<file path="src/rtl/pila_retorno.sv">
// Return-address stack: call pushes PC+1, return reads the top combinationally and pops on the edge.
// Optional high-water-mark register enabled by defining PILA_RETORNO_HWM_EN.
module pila_retorno #(
    parameter int AW    = 10,
    parameter int DEPTH = 8
) (
    input  logic                     clk,
    input  logic                     reset,
    input  logic                     wesp,
    input  logic                     push,
    input  logic                     pop,
    input  logic [AW-1:0]            d,
    output logic [AW-1:0]            q,
    output logic                     empty,
    output logic                     full,
    output logic                     overflow,
    output logic                     underflow,
    output logic [$clog2(DEPTH):0]   hwm
);
    localparam int              SPW      = $clog2(DEPTH) + 1;
    localparam logic [SPW-1:0]  DEPTH_SP = SPW'(DEPTH);

    logic [AW-1:0]  mem_q [DEPTH];
    logic [SPW-1:0] sp_q, sp_d;
    logic           ovf_q, ovf_d;
    logic           unf_q, unf_d;
    logic           we;
    logic [SPW-2:0] top_idx;

    assign empty     = (sp_q == '0);
    assign full      = (sp_q == DEPTH_SP);
    assign overflow  = ovf_q;
    assign underflow = unf_q;
    // Index wraps to DEPTH-1 when sp==DEPTH; the empty case is masked below.
    assign top_idx   = sp_q[SPW-2:0] - 1'b1;
    assign q         = empty ? '0 : mem_q[top_idx];

    always_comb begin
        sp_d  = sp_q;
        ovf_d = ovf_q;
        unf_d = unf_q;
        we    = 1'b0;
        if (wesp && push && !pop) begin
            if (full) begin
                ovf_d = 1'b1;
            end else begin
                we   = 1'b1;
                sp_d = sp_q + 1'b1;
            end
        end else if (wesp && pop && !push) begin
            if (empty) unf_d = 1'b1;
            else       sp_d  = sp_q - 1'b1;
        end
    end

    always_ff @(posedge clk or posedge reset) begin
        if (reset) begin
            sp_q  <= '0;
            ovf_q <= 1'b0;
            unf_q <= 1'b0;
        end else begin
            sp_q  <= sp_d;
            ovf_q <= ovf_d;
            unf_q <= unf_d;
        end
    end

    // Storage is deliberately not reset; sp gates what is visible.
    always_ff @(posedge clk) begin
        if (we) mem_q[sp_q[SPW-2:0]] <= d;
    end

`ifdef PILA_RETORNO_HWM_EN
    logic [SPW-1:0] hwm_q, hwm_d;

    assign hwm_d = (sp_d > hwm_q) ? sp_d : hwm_q;
    assign hwm   = hwm_q;

    always_ff @(posedge clk or posedge reset) begin
        if (reset) hwm_q <= '0;
        else       hwm_q <= hwm_d;
    end
`else
    assign hwm = '0;
`endif

endmodule

</file>
<file path="config.mk">
export PLATFORM = sky130hd
export DESIGN_NAME = pila_retorno
export DESIGN_NICKNAME = d
export VERILOG_FILES = /design/src/rtl/pila_retorno.sv
export SDC_FILE = /design/constraint.sdc
export NUM_CORES = 1
export LEC_CHECK = 0
export CELL_PAD_IN_SITES_DETAIL_PLACEMENT = 1
export CELL_PAD_IN_SITES_GLOBAL_PLACEMENT = 1
export CORE_ASPECT_RATIO = 1.1
export CORE_UTILIZATION = 51
export CTS_BUF_LIST = sky130_fd_sc_hd__clkbuf_8
export DETAILED_ROUTE_END_ITERATION = 10
export GPL_TIMING_DRIVEN = 0
export PLACE_DENSITY_LB_ADDON = 0.1
export REMOVE_ABC_BUFFERS = 1
export SETUP_SLACK_MARGIN = 0.1
export SYNTH_ARGS = -nofsm -noshare
export SYNTH_HDL_FRONTEND = slang
export SYNTH_SLANG_ARGS = --single-unit
</file>
<file path="constraint.sdc">
create_clock -name clk -period 3.3 [get_ports clk]
set_input_delay 0.495 -clock clk [delete_from_list [all_inputs] [get_ports clk]]
set_output_delay 0.495 -clock clk [all_outputs]
set_load 0.02 [all_outputs]
</file>
# After elaboration in Yosys (flattened, before gate mapping)
# Memories as Yosys holds them, arrays and structs flattened.
# Cells that the tools add are included.
totals:
  n_memories: 1
  output_inout_bits: 18
  input_bits: 15
  ramBits: 80
  wordCells: 31
  ff_bits: 6
op_classes:
  mux: 9
  add_sub_neg: 3
  bitwise: 1
  eq_ne: 3
  reduce_logical: 11
mem_list:
  columns: ["memory", "words", "width", "rd", "rd_ports_with_merged_regs", "wr", "line", "rtl"]
  rows:
  - ["mem_q", 8, 10, 1, 0, 1, "23", "logic [AW-1:0] mem_q [DEPTH];"]
op_table:
  columns: ["op", "n"]
  rows:
  - ["$mux W4", 4]
  - ["$mux W10", 1]
  - ["$reduce_and A3 Y1", 2]
  - ["$add A4 B1 Y4 const B", 1]
  - ["$eq A4 B4 Y1 const B", 1]
  - ["$logic_and A1 B1 Y1", 4]
  - ["$logic_not A4 Y1", 1]
  - ["$mux W1", 4]
  - ["$sub A4 B1 Y4 const B", 1]
  - ["$sub A3 B1 Y3 const B", 1]
  - ["$logic_not A1 Y1", 2]
  - ["$ne A2 B1 Y1 const B", 1]
  - ["$ne A2 B2 Y1 const B", 1]
  - ["$reduce_and A2 Y1", 1]
  - ["$reduce_bool A2 Y1", 1]
  - ["$not A1 Y1", 1]

# Depth between registers and ports, before layout
# Gate-level depths: netlist of the first run.
depth:
  word_depth: 5
  mapped_depth: 8
  mapped_depth_nobuf: 8

# Least setup slack after synthesis of the first run
# OpenSTA, ideal clock, no wires.
synth_timing:
  path_kind: "register to register"
  startpoint: "reg sp_q[0]"
  endpoint: "mem mem_q[2][0] (enable)"
  setup_slack_ns: 0.839
  arrival_time_ns: 2.071
  n_path_buf: 2
  synth_period_minus_slack_ns: 2.461
  t_required_ns: 2.910
  setup_ns: 0.390
  path_stages_with_launch: 8
  path_cell_list: "dfrtp_1 -> buf_6 -> buf_6 -> inv_1 -> ha_1 -> a21oi_1 -> nand2_1 -> nor3_1"
synth_between:
  elab_chain_len: 5
synth_lines:
  columns: ["element", "line", "rtl"]
  rows:
  - ["from (decl)", "24", "logic [SPW-1:0] sp_q, sp_d;"]
  - ["from (signal assigned)", "62", "sp_q <= sp_d;"]
  - ["$eq A4 B4 Y1", "31", "assign full = (sp_q == DEPTH_SP);"]
  - ["$mux W1", "44", "if (full) begin"]
  - ["$mux W1", "43", "if (wesp && push && !pop) begin"]
  - ["$mux W1", "70", "if (we) mem_q[sp_q[SPW-2:0]] <= d;"]
  - ["$mux W1 (not written as such)", "70", null]
  - ["to (decl)", "23", null]
# Several ways; a longest one is shown, not always the timed one.

# Worst setup path after layout of the first run
layout_timing:
  startpoint: "reg sp_q[1]"
  endpoint: "out q[7]"
layout_between:
  elab_chain_len: 3
  word_cells_on_any_way: 4
  cone_classes: "1 x add/sub; 1 x mux; 1 x reduce/logical; 1 x memory"
layout_lines:
  columns: ["element", "line", "rtl"]
  rows:
  - ["$sub A3 B1 Y3", "35", "assign top_idx = sp_q[SPW-2:0] - 1'b1;"]
  - ["$mem_v2 Z8 W10", null, null]
  - ["$mux W10 (*)", "36", "assign q = empty ? '0 : mem_q[top_idx];"]
  - ["to (decl)", "13", "output logic [AW-1:0] q,"]
# Every way passes the cells marked *; elsewhere a longest branch is shown, timed or not.

==> results of run 1 <==
==> area by class of cell <==
cell class / instances / area (um2) / share of cell area, %
multi-input combinational: 95 / 997.2 / 23.31
clock inverter: 7 / 73.82 / 1.726
tap: 82 / 102.6 / 2.398
sequential: 86 / 2556 / 59.75
clock buffer: 9 / 123.9 / 2.896
timing repair buffer: 39 / 401.6 / 9.389
inverter: 6 / 22.52 / 0.5265
==> worst min path at each step <==
| stage | end | slack (ps) |
|---|---|---|
| after floorplan | overflow$_DFFE_PP0P_ | 290 |
| after global placement | overflow$_DFFE_PP0P_ | 440 |
| after detailed placement | overflow$_DFFE_PP0P_ | 450 |
| after CTS | underflow$_DFFE_PP0P_ | 350 |
| after global routing | underflow$_DFFE_PP0P_ | 380 |
| final | underflow$_DFFE_PP0P_ | 350 |
==> state kept, by name, summed over array words and instances (netlist names) <==
signal     cells
mem_q         80
sp_q           4
overflow       1
underflow      1
==> cells by family after synthesis <==
logic type	synth area share [%]
flops	70.88
simple gates	4.830
mux	13.66
compound gates	3.336
buf+inv	3.162
xor+xnor	2.432
fa+ha+maj	1.598
other cells	0.1041
==> through the flow <==
stage | cells | utilization (%) | setup slack (ps) | hold WS, ps | total power, uW
finish | 324 | 63.75 | 180.5 | 351.0 | 4121
global placement | 297 | 58.18 | -883.4 | 438.7 | 3093
CTS | 321 | 63.36 | 167.3 | 349.5 | 4069
floorplan | 187 | - | 248.6 | 286.0 | 2478
detailed placement | 301 | 59.16 | -481.9 | 449.0 | 3164
global route | 324 | 63.75 | 71.17 | 378.1 | 4326
==> metal layers <==
metal	GRT usage (%)	part of all wire, %	up-vias
met3	3.655	3.4	14
met2	41.94	54	43
met5	0	0	-
li1	-	-	839
met1	30.21	41	995
met4	9.649	1.8	0
==> what timing repair did <==
| action | 4_1_cts | 5_1_grt |
|---|---|---|
| buffers inserted | 4 | 3 |
| gates resized for setup | 6 | 0 |
| setup endpoints to repair | 15 | 4 |
| endpoints found under the hold margin | 0 | 0 |
| pin swaps | 0 | 1 |
==> where the power goes <==
| part | internal, uW | switching, uW | total [uW] | leakage, uW |
|---|---|---|---|---|
| sequential | 1270 | 73.7 | 1340 | 0.000791 |
| clock | 354 | 403 | 757 | 0.000105 |
| combinational | 978 | 1040 | 2020 | 0.000562 |
==> cell usage in the layout (no fill, tap or decap), types with 4 or more instances in the layout <==
| cell | instances |
|---|---|
| sky130_fd_sc_hd__clkbuf_8 | 9 |
| sky130_fd_sc_hd__xnor2_1 | 4 |
| sky130_fd_sc_hd__buf_4 | 5 |
| sky130_fd_sc_hd__inv_1 | 7 |
| sky130_fd_sc_hd__nor2_1 | 5 |
| sky130_fd_sc_hd__mux4_1 | 8 |
| sky130_fd_sc_hd__nor3_2 | 4 |
| sky130_fd_sc_hd__clkdlybuf4s50_1 | 28 |
| sky130_fd_sc_hd__conb_1 | 4 |
| sky130_fd_sc_hd__edfxtp_1 | 80 |
| sky130_fd_sc_hd__dfrtp_1 | 5 |
| sky130_fd_sc_hd__a21oi_1 | 12 |
| sky130_fd_sc_hd__buf_6 | 5 |
| sky130_fd_sc_hd__nand2_1 | 27 |
| sky130_fd_sc_hd__mux4_2 | 12 |
==> critical path: cells and delay by family (launching register included) <==
kind	cells	cell delay, ps
muxes	1	190
DFF	1	480
buffers and inverters	3	980
AOI/OAI and AO/OA	1	140
and+or+nand+nor	1	60
adders and majority gates	1	410
==> Flow_metrics.wiki, run 1 <==
{| class="wikitable"
! Metric !! Value
|-
| Run status || completed
|-
| TritonCTS clock tree || done
|-
| Leakage || ~0.0015 uW
|-
| Synth top cells by count || sky130_fd_sc_hd__edfxtp_1 (80), sky130_fd_sc_hd__nand2_1 (27), sky130_fd_sc_hd__a21oi_1 (12), sky130_fd_sc_hd__mux4_2 (12), sky130_fd_sc_hd__mux4_1 (8)
|-
| Maximum clock frequency || about 320 MHz
|-
| Count of nets after finishing || 256
|-
| Final setup skew || 7.873 ps
|-
| Number of nets still failing antenna checks after routing || 0
|-
| Worst path arrival time || roughly 2600 ps
|-
| Final routed wire length divided by cell count || 24.63 um
|-
| Detail-routed via count per cell || 5.836
|-
| DRT iter0 DRCs || 111
|-
| GRT Total Usage || 24.38%
|-
| Final total negative setup slack || 0 ps
|-
| Peak ir drop on the vdd network || around 0.6 mV
|-
| Clock net sink count || 86
|-
| Initial antenna violation count || 0
|-
| # IOs || 33
|-
| Number of enable-type register cells in the synthesized netlist || 80
|-
| Count of port buffers added during placement || 28
|-
| Post-synthesis sequential area ratio || 70.88%
|-
| Critical Path End || q[7]
|-
| Fraction of the cycle the final worst path needs || 94.53%
|-
| Area fraction of the dominant cell type after synthesis || 66.71%
|-
| Global route total overflow || 0
|-
| Average size of a mapped cell || 18.47 um2
|-
| Shortest clock period the worst path allows after layout || 3120 ps
|-
| Post-DP HPWL || 4.790 mm
|-
| Library cell occupying the most area in the post-synthesis netlist || sky130_fd_sc_hd__edfxtp_1
|-
| Final std cell area, no fill || 4278 um2
|-
| Setup-failing EPs final || 0
|-
| Worst-path cell with the longest stage delay || sky130_fd_sc_hd__clkdlybuf4s50_1
|-
| Post-synthesis cell area || 3601 um2
|-
| Total vias in the final route || 1891
|-
| Yosys reg bits || 86
|-
| Maximum number of pins on one net before global-route repair || 21
|-
| Distinct cell type count after synthesis || 30
|-
| Data required time of the worst path || about 2800 ps
|-
| Flip-flop cell with the highest count after synthesis || sky130_fd_sc_hd__edfxtp_1
|-
| Depth of the worst register-to-register path || 5
|-
| Clk root buf || sky130_fd_sc_hd__clkbuf_8
|-
| Die width || 82.12 um
|-
| Worst Setup SP || sp_q[1]$_DFFE_PP0P_
|-
| Buffer depth of the longest clock path || 2
|-
| Core region area || 6710 um2
|-
| R2R Path End || mem_q[1][0]$_DFFE_PP_
|-
| Post-synth ARST share || 6.977%
|-
| H-Tree Depth || 3
|-
| Yosys warns || 0
|-
| Total detailed-routing wirelength || approximately 8 mm
|-
| Post-CTS Hold Buffers || 0
|-
| Number of filler cells placed in the layout || 601
|-
| Top cells by area, synth || sky130_fd_sc_hd__edfxtp_1 (67%), sky130_fd_sc_hd__mux4_2 (7.5%), sky130_fd_sc_hd__mux4_1 (5.8%), sky130_fd_sc_hd__dfrtp_1 (4.2%), sky130_fd_sc_hd__nand2_1 (2.8%)
|-
| Final GP Congestion || 0.6670
|-
| Fraction of layout instances using a drive strength above 1 || 21.07%
|-
| Actual transition at the worst max-transition pin || ~1200 ps
|-
| Setup slack on the worst flop-to-flop path || about 780 ps
|-
| Number of standard-cell rows in the floorplan || 31
|-
| Count leader, synth || sky130_fd_sc_hd__edfxtp_1
|-
| Die area || 7401 um2
|-
| RSZ-0062 raised after global routing || true
|-
| Vertical extent of the die || 90.13 um
|-
| Max Cap Violations || 0
|-
| Worst setup path class || reg -> out
|-
| PD cells || roughly 960 nW/um2
|-
| Drt pass-1 iters || 4
|-
| Count of inserted antenna diode cells || 0
|-
| Worst-path fanout max || 11
|-
| Synthesis-to-layout area growth || 18.80%
|-
| Drc violations || 0
|-
| Final number of hold-violating endpoints || 0
|-
| Worst path cell trace || inv_1 > ha_4 > buf_6 > mux4_2 > nand2_1 > a21oi_1 > clkdlybuf4s50_1
|-
| Longest individual stage delay on the worst path || 620 ps
|-
| TritonCTS buffer count || 9
|-
| Effective utilization at floorplan || 53.66%
|-
| Startpoint type of the worst setup path || flop
|-
| Normalized max-slew margin || 20.21%
|-
| Synthesized instance count || between 150 and 200
|-
| Placement-stage cell area || 3970 um2
|-
| Worst Hold Class || in -> async
|-
| Type of element capturing the critical path || output pin
|-
| Number of global-route vias before repair || 2074
|-
| Post-CTS clock slew at the launch and capture registers of the worst setup and hold paths || 90 ps
|-
| Source-to-sink clock delay at the later pin of the worst-skew pair || about 360 ps
|-
| Global-route wire length before repair || 12.09 mm
|-
| Worst reg2reg path startpoint || sp_q[1]$_DFFE_PP0P_
|-
| Final slew viol count || 0
|}
No activity file was read; power rests on OpenSTA's default activity.
==> run 2, diff against run 1 <==
--- a/config.mk
+++ b/config.mk
@@ -13,6 +13,7 @@
 export DETAILED_ROUTE_END_ITERATION = 10
 export GPL_TIMING_DRIVEN = 0
 export PLACE_DENSITY_LB_ADDON = 0.1
+export RECOVER_POWER = 100
 export REMOVE_ABC_BUFFERS = 1
 export SETUP_SLACK_MARGIN = 0.1
 export SYNTH_ARGS = -nofsm -noshare
==> run 2 against run 1 <==
Final cell count stayed put. Total power is 1.5% lower. Combinational power is 3% lower. Worst hold slack better by 130 ps. Critical path depth stayed put. Via count is 1.3% lower. Wire length is 0.36% higher. Core utilization is 1.0 points lower. Die area stayed put. Clock power hardly changed.
==> Flow_metrics.wiki, run 2 (same netlist as run 1, synthesis figures left out) <==
{| class="wikitable"
! Metric !! Value
|-
| Run status || completed
|-
| Number of nets still failing antenna checks after routing || 0
|-
| Most common cell after layout, fill and taps aside || sky130_fd_sc_hd__edfxtp_1
|-
| Startpoint type of the worst setup path || flop
|-
| Most used cells in the layout excluding fill and tap cells || sky130_fd_sc_hd__edfxtp_1 (80), sky130_fd_sc_hd__nand2_1 (27), sky130_fd_sc_hd__dlygate4sd3_1 (20)
|-
| Maximum clock frequency || 320.6 MHz
|-
| Synthesis-to-layout area growth || 16.85%
|-
| Final setup skew || 5.831 ps
|-
| Core region area || about 6700 um2
|-
| TritonCTS clock tree || done
|-
| # IOs || 33
|-
| Total area of multi-input combinational cells || 957.2 um2
|-
| Cells after DPL || 301
|-
| Die width || 82.12 um
|-
| TritonCTS buffer count || 9
|-
| Count of port buffers added during placement || 28
|-
| Drt pass-1 iters || 4
|-
| Shortest clock period the worst path allows after layout || 3119 ps
|-
| Final slew viol count || 0
|-
| Detail-routed via count per cell || 5.762
|-
| Worst setup path class || reg -> out
|-
| Normalized max-slew margin || 19.44%
|-
| Smallest hold slack || around 480 ps
|-
| Number of flip-flops in the largest register || 80
|-
| PD cells || 964.5 nW/um2
|-
| Global-route wire length before repair || 12.09 mm
|-
| Number of standard-cell rows in the floorplan || 31
|-
| Leakage || between 0.001 and 0.0015 uW
|-
| Count of inserted antenna diode cells || 0
|-
| Total vias in the final route || ~1900
|-
| Setup slack at placement || -481.9 ps
|-
| Worst reg2reg path startpoint || sp_q[1]$_DFFE_PP0P_
|-
| RSZ-0062 raised after global routing || true
|-
| Source-to-sink clock delay at the later pin of the worst-skew pair || 360 ps
|-
| Total detailed-routing wirelength || approximately 8.0 mm
|-
| Maximum number of pins on one net before global-route repair || 21
|-
| Uppermost signal routing layer after detailed routing || met4
|-
| Final routed wire length divided by cell count || 24.72 um
|-
| Final standard cell count with taps included and fillers excluded || 324
|-
| Clock net sink count || 86
|-
| H-Tree Depth || 3
|-
| Die area || 7401 um2
|-
| Worst Setup SP || sp_q[1]$_DFFE_PP0P_
|-
| Fraction of the cycle the final worst path needs || 94.51%
|-
| Peak ir drop on the vdd network || 0.5836 mV
|-
| Count of nets after finishing || 256
|-
| Worst path arrival time || 2620 ps
|-
| Worst Hold Class || in -> async
|-
| GRT Total Usage || 24.38%
|-
| Register cell area after layout || 2556 um2
|-
| Slack of the critical path || 181.3 ps
|-
| Vertical extent of the die || 90.13 um
|-
| Effective utilization at floorplan || 53.66%
|-
| Critical Path End || q[7]
|-
| Post-DP HPWL || 4.790 mm
|-
| Fraction of layout instances using a drive strength above 1 || 16.53%
|-
| Data required time of the worst path || 2800 ps
|-
| R2R Path End || mem_q[0][3]$_DFFE_PP_
|-
| Number of global-route vias before repair || between 2000 and 2500
|-
| Setup slack on the worst flop-to-flop path || 530 ps
|-
| Actual transition at the worst max-transition pin || 1204 ps
|-
| Total design power || approximately 4000 uW
|-
| DRT iter0 DRCs || 117
|-
| Max Cap Violations || 0
|-
| Global route total overflow || 0
|-
| Depth of the worst register-to-register path || 6
|-
| Wire length on met2 || 4.353 mm
|-
| Initial antenna violation count || 0
|-
| Clk root buf || sky130_fd_sc_hd__clkbuf_8
|-
| Final GP Congestion || approximately 0.67
|-
| Worst-path fanout max || 11
|-
| Buffer depth of the longest clock path || 2
|-
| Post-route met1 wirelength || 3.357 mm
|-
| Drc violations || 0
|-
| Post-CTS Hold Buffers || 0
|-
| Number of filler cells placed in the layout || 608
|-
| Routed length on met3 || ~210 um
|-
| Type of element capturing the critical path || output pin
|-
| Post-CTS clock slew at the launch and capture registers of the worst setup and hold paths || 90 ps
|-
| Setup-failing EPs final || 0
|-
| Final number of hold-violating endpoints || 0
|}
-- run 2: area by class of cell --
class                   instances  area share, %
well taps                      82          2.438
repair buffers                 39          8.831
inverters                       6         0.5352
multi-input cells              95          22.75
clock buffers                   9          2.944
clock inverters                 7          1.754
flip-flops and latches         86          60.75
-- run 2: power by group --
part           switching, uW  internal (uW)
sequential              72.8           1270
combinational           1020            936
clock                    403            354
-- run 2: per-layer routing --
layer,vias to the layer above,GRT usage [%]
met3,6,3.655
met5,-,0
li1,840,-
met2,42,41.94
met4,0,9.649
met1,979,30.21
-- run 2: worst min path at each step --
stage          depth (start not counted)  slack, ps               endpoint            startpoint
2_1_floorplan                          1        290   overflow$_DFFE_PP0P_                 reset
3_3_place_gp                           1        440   overflow$_DFFE_PP0P_  overflow$_DFFE_PP0P_
3_5_place_dp                           1        450   overflow$_DFFE_PP0P_  overflow$_DFFE_PP0P_
4_1_cts                                2        350  underflow$_DFFE_PP0P_                 reset
5_1_grt                                1        500   overflow$_DFFE_PP0P_  overflow$_DFFE_PP0P_
6_report                               2        480  underflow$_DFFE_PP0P_                 reset
-- run 2: through the flow --
| stage | area, um2 | setup TNS (ps) | util [%] |
|---|---|---|---|
| CTS | 4252 | 0 | 63.36 |
| global route | 4208 | 0 | 62.71 |
| floorplan | 3521 | 0 | - |
| finish | 4208 | 0 | 62.71 |
| global placement | 3904 | -28150 | 58.18 |
| detailed placement | 3970 | -4456 | 59.16 |
-- run 2: what timing repair did --
item / 4_1_cts / 5_1_grt
setup endpoints to repair: 15 / 4
pin swaps: 0 / 1
setup buffers: 4 / 3
resized for setup: 6 / 0
-- run 2: worst max-delay path: stages, from the launching register on --
cell and delay (ps):
sky130_fd_sc_hd__dfrtp_1 480, sky130_fd_sc_hd__inv_1 160, sky130_fd_sc_hd__ha_4 410, sky130_fd_sc_hd__buf_6 200, sky130_fd_sc_hd__mux4_2 190, sky130_fd_sc_hd__nand2_1 60
sky130_fd_sc_hd__a21oi_1 150, sky130_fd_sc_hd__clkdlybuf4s50_1 620
